### config.mk
export PLATFORM = sky130hd
export DESIGN_NAME = riscv_cache_fill_ctrl
export DESIGN_NICKNAME = d
export VERILOG_FILES = /design/src/rtl/riscv_cache_fill_ctrl.sv
export SDC_FILE = /design/constraint.sdc
export NUM_CORES = 1
export LEC_CHECK = 0
export ABC_AREA = 1
export CAP_MARGIN = 20
export CORE_AREA = 3 3 254 256
export CTS_CLUSTER_DIAMETER = 40
export DETAILED_ROUTE_END_ITERATION = 7
export DIE_AREA = 0 0 257 259
export PLACE_DENSITY_LB_ADDON = 0.1
export SETUP_SLACK_MARGIN = 0.02
export SLEW_MARGIN = 20
export SYNTH_ARGS = -nofsm -noshare
export SYNTH_HDL_FRONTEND = slang
export SYNTH_SLANG_ARGS = --single-unit
### constraint.sdc
create_clock -name clk_i -period 17.7 [get_ports clk_i]
set_input_delay 5.31 -clock clk_i [delete_from_list [all_inputs] [get_ports clk_i]]
set_output_delay 5.31 -clock clk_i [all_outputs]
set_load 0.01 [all_outputs]
### src/rtl/riscv_cache_fill_ctrl.sv
// rtl/riscv_cache_fill_ctrl.sv - cache hit/miss response stage with BIU line-fill burst
module riscv_cache_fill_ctrl #(
  parameter int XLEN       = 32,
  parameter int PLEN       = 32,
  parameter int BLOCK_SIZE = 256,
  parameter int WAYS       = 2,
  parameter int IDX_BITS   = 5,
  parameter int BEATS      = BLOCK_SIZE / XLEN,
  parameter int OFFS_BITS  = $clog2(BLOCK_SIZE / 8)
) (
  input  logic                  clk_i,
  input  logic                  rst_i,
  input  logic                  flush_i,
  input  logic                  req_i,
  input  logic [PLEN-1:0]       adr_i,
  input  logic                  pagefault_i,
  input  logic [WAYS-1:0]       hit_way_i,
  input  logic [BLOCK_SIZE-1:0] hit_line_i,
  input  logic [WAYS-1:0]       victim_way_i,
  output logic                  stall_o,
  output logic                  ack_o,
  output logic                  err_o,
  output logic [XLEN-1:0]       q_o,
  output logic                  biu_stb_o,
  output logic [PLEN-1:0]       biu_adr_o,
  input  logic                  biu_stb_ack_i,
  input  logic                  biu_d_ack_i,
  input  logic [XLEN-1:0]       biu_q_i,
  input  logic                  biu_err_i,
  output logic                  fill_we_o,
  output logic [WAYS-1:0]       fill_way_o,
  output logic [IDX_BITS-1:0]   fill_idx_o,
  output logic [BLOCK_SIZE-1:0] fill_line_o
);

  localparam int WS_LSB = $clog2(XLEN / 8);
  localparam int CNT_W  = $clog2(BEATS);

  typedef enum logic [1:0] {IDLE, REQ, FILL, WRITE} state_e;

  state_e                  state_q;
  logic [CNT_W-1:0]        cnt_q;
  logic [BLOCK_SIZE-1:0]   buf_q;
  logic [PLEN-1:WS_LSB]    lad_q;
  logic [WAYS-1:0]         way_q;
  logic                    err_q;
  logic                    flush_q;

  logic [OFFS_BITS-1:WS_LSB] ws_in;
  logic [OFFS_BITS-1:WS_LSB] ws_q;
  logic                      miss;

  assign ws_in = adr_i[OFFS_BITS-1:WS_LSB];
  assign ws_q  = lad_q[OFFS_BITS-1:WS_LSB];
  assign miss  = req_i & ~pagefault_i & ~(|hit_way_i);

  always_ff @(posedge clk_i or posedge rst_i) begin
    if (rst_i) begin
      state_q <= IDLE;
      cnt_q   <= '0;
      buf_q   <= '0;
      lad_q   <= '0;
      way_q   <= '0;
      err_q   <= 1'b0;
      flush_q <= 1'b0;
    end else begin
      case (state_q)
        IDLE: begin
          if (miss) begin
            lad_q   <= adr_i[PLEN-1:WS_LSB];
            way_q   <= victim_way_i;
            err_q   <= 1'b0;
            flush_q <= flush_i;
            cnt_q   <= '0;
            state_q <= REQ;
          end
        end
        REQ: begin
          if (flush_i) flush_q <= 1'b1;
          if (biu_stb_ack_i) begin
            cnt_q   <= '0;
            state_q <= FILL;
          end
        end
        FILL: begin
          if (flush_i) flush_q <= 1'b1;
          if (biu_d_ack_i) begin
            buf_q[XLEN*int'(cnt_q) +: XLEN] <= biu_q_i;
            err_q <= err_q | biu_err_i;
            // terminal beat detected by compare so a non-power-of-two BEATS still works
            if (cnt_q == CNT_W'(BEATS - 1)) begin
              cnt_q   <= '0;
              state_q <= WRITE;
            end else begin
              cnt_q <= cnt_q + 1'b1;
            end
          end
        end
        WRITE: state_q <= IDLE;
        default: state_q <= IDLE;
      endcase
    end
  end

  always_comb begin
    stall_o     = 1'b0;
    ack_o       = 1'b0;
    err_o       = 1'b0;
    q_o         = '0;
    biu_stb_o   = 1'b0;
    biu_adr_o   = '0;
    fill_we_o   = 1'b0;
    fill_way_o  = '0;
    fill_idx_o  = '0;
    fill_line_o = '0;
    case (state_q)
      IDLE: begin
        // the hit path is combinational, so it is gated by reset to keep outputs quiet
        if (req_i && !rst_i) begin
          if (pagefault_i) begin
            ack_o = ~flush_i;
            err_o = 1'b1;
          end else if (|hit_way_i) begin
            ack_o = ~flush_i;
            q_o   = hit_line_i[XLEN*int'(ws_in) +: XLEN];
          end else begin
            stall_o = 1'b1;
          end
        end
      end
      REQ: begin
        stall_o   = 1'b1;
        biu_stb_o = 1'b1;
        biu_adr_o = {lad_q[PLEN-1:OFFS_BITS], {OFFS_BITS{1'b0}}};
      end
      FILL: stall_o = 1'b1;
      WRITE: begin
        fill_we_o   = ~err_q;
        fill_way_o  = way_q;
        fill_idx_o  = lad_q[OFFS_BITS +: IDX_BITS];
        fill_line_o = buf_q;
        ack_o       = ~flush_q;
        err_o       = err_q;
        q_o         = buf_q[XLEN*int'(ws_q) +: XLEN];
      end
      default: ;
    endcase
  end

endmodule

==> reports/summary.txt <==
largest area contributor in the netlist = dfrtp_1
clock tree buffer depth = 3
Starting Density = 32.7%
routed wire length = 108000 um
Gate Count Post-Synth = 3305
synth cell count leaders = nand2_1 (1178), inv_1 (650), nand3_1 (353)
WS Path Type = in2out
Setup crit end kind = primary output
Synth top area share = 36.0%
CTS Root Buffer Type = clkbuf_16
max-cap check violation count = 0
Skew-Pair Late Insertion Delay = 0.63 ns
utilization after layout = 46.8%
maximum clock frequency = 71.0 MHz
IO Count = 664
largest net degree at the start of global routing = 174
Rel. slew slack = 25.7%
DRC viols = 0
Placer Congestion = 0.921
initial antenna violation count = 14
TritonCTS clock tree = done
final hold viol count = 0
first-pass GRT wire length = 152000 um
Overall Global Routing Usage = 31.1%
Mean Syn Cell Area = 6.21 um^2
cell row count = 92
Sink Count = 295
ys flop type = dfrtp_1
Distinct cells, synth = 39
Leakage = 15.6 nW
CTS Buf Count = 59
CTS H-tree depth = 2
Die W = 257 um
register clock-pin slew on the reported worst setup and hold paths = 0.05 ns
Synth area leaders = dfrtp_1 (36%), nand2_1 (22%), inv_1 (12%)
Seq/Total Area, Yosys = 36.0%
Final HPWL DP = 80700 um
setup TNS = 0 ns
Via-to-Cell Ratio = 4.92
flops & latches, synth = 295
DR iter-0 viols = 2843
CTS Hold Buffers Added = 0
Pins Over Slew Limit = 0
vias in the first global route = 21200
die height = 259 um
number of port buffers = 656
postcts setup bufs = 0
Final period util = 79.5%
DR vias = 23300
Final min period = 14.08 ns
HP Class = reg2reg
CORE AREA = 62700 um^2
startpoint type of the worst setup path = primary input
final setup violation count = 0
post-place setup slack = 3.67 ns
global route overflow = 0
count leader, synth = nand2_1
EDFF count, synth = 0
pwr/cell area = 133 nW/um^2
Final WS setup = 3.62 ns
Worst Hold Slack = 0.501 ns
RSZ-0062 raised after global routing = false
Layout Nets = 4170
Worst EP arrival = 8.77 ns
Peak VDD IR = 0.0949 mV
Post-CTS Resized = 0
status = finished, final reports clean
Area Growth Syn to Fin = 43.0%
worst-margin pin slew = 1.11 ns
layout cells sized above 1 = 5.70%
Avg WL per Cell = 22.9 um
ANT nets after route = 0
CP required = 12.39 ns
Async S/R FF share, synth = 100%
1st-pass router iterations = 6
Die ar. = 66600 um^2
Yosys warnings = 0
filler instances = 6627
Worst Path Max Fanout = 77
cell area after synthesis = 20500 um^2
overall power = 0.00392 W
skew final = 0.0465 ns
-- metal layers --
layer	track usage, %	vias to the layer above	wire, um
li1	-	11000	-
met1	43.5	11000	46600
met2	47.3	1120	47900
met3	6.99	124	9880
met4	10.3	10	3720
met5	0	-	74
-- metrics by stage --
stage | cell area [um^2] | std cells
global placement | 27200 | 4613
floorplan | 20500 | 3309
detailed placement | 27200 | 4613
CTS | 29300 | 4723
finish | 29300 | 4730
global route | 29300 | 4726
-- worst max-delay path, stage by stage --
cell and delay, ns:
buf_4 0.29, inv_4 0.69, buf_4 0.62, nand2_1 0.10, nand2_1 0.09, nand2_1 0.05, nand3_1 0.08, nand3_1 0.28
a21oi_1 0.53, clkdlybuf4s50_1 0.65
-- kinds of logic after synthesis --
logic type                 after synthesis  synth area share, %
AOI/OAI and AO/OA                      308                 8.33
adders and majority gates               10                0.610
buffers and inverters                  880                 17.6
DFF                                    295                 36.0
muxes                                   29                 1.59
other                                    1               0.0183
and+or+nand+nor                       1782                 35.9
-- flip-flops by register name, summed over array words and instances, names as in the netlist --
register  count
buf_q       256
cnt_q         3
err_q         1
flush_q       1
lad_q        30
state_q       2
way_q         2
-- power breakdown --
group	switching (W)	internal, W
clock	0.000417	0.000751
combinational	0.00119	0.000649
sequential	0.000106	0.000801
-- placed cells by master (no fill, tap or decap), drive strengths merged, types with 50 or more instances in the layout --
cell type / instances
dfrtp: 295
a21oi: 109
nand3: 355
clkdlybuf4s50: 654
nor2: 176
inv: 665
nand2: 1184
nor3: 50
clkbuf: 70
o21ai: 174
-- worst paths after layout --
kind / start / endpoint / slack, ns / cells after the start
worst max register to register: cnt_q[0] / buf_q[155] / 13.62 / 7
worst min-delay path: lad_q[17] / lad_q[17] / 0.50 / 1
max in group asynchronous: rst_i / buf_q[215] / 10.76 / 3
min in group asynchronous: rst_i / lad_q[6] / 5.32 / 2
worst max-delay path: adr_i[2] / q_o[15] / 3.62 / 10
worst min register to register: lad_q[17] / lad_q[17] / 0.50 / 1
-- cell type report --
type	instances	area, um^2	area share, %
clock buffer	70	1600	5.45
multi-input combinational	2134	9570	32.6
inverter	659	2490	8.48
timing repair buffer	679	6740	23.0
tap	846	1060	3.61
clock inverter	40	480	1.64
sequential	295	7390	25.2
antenna	7	17.5	0.0597
Note: power is estimated with default switching activity, not from simulation.
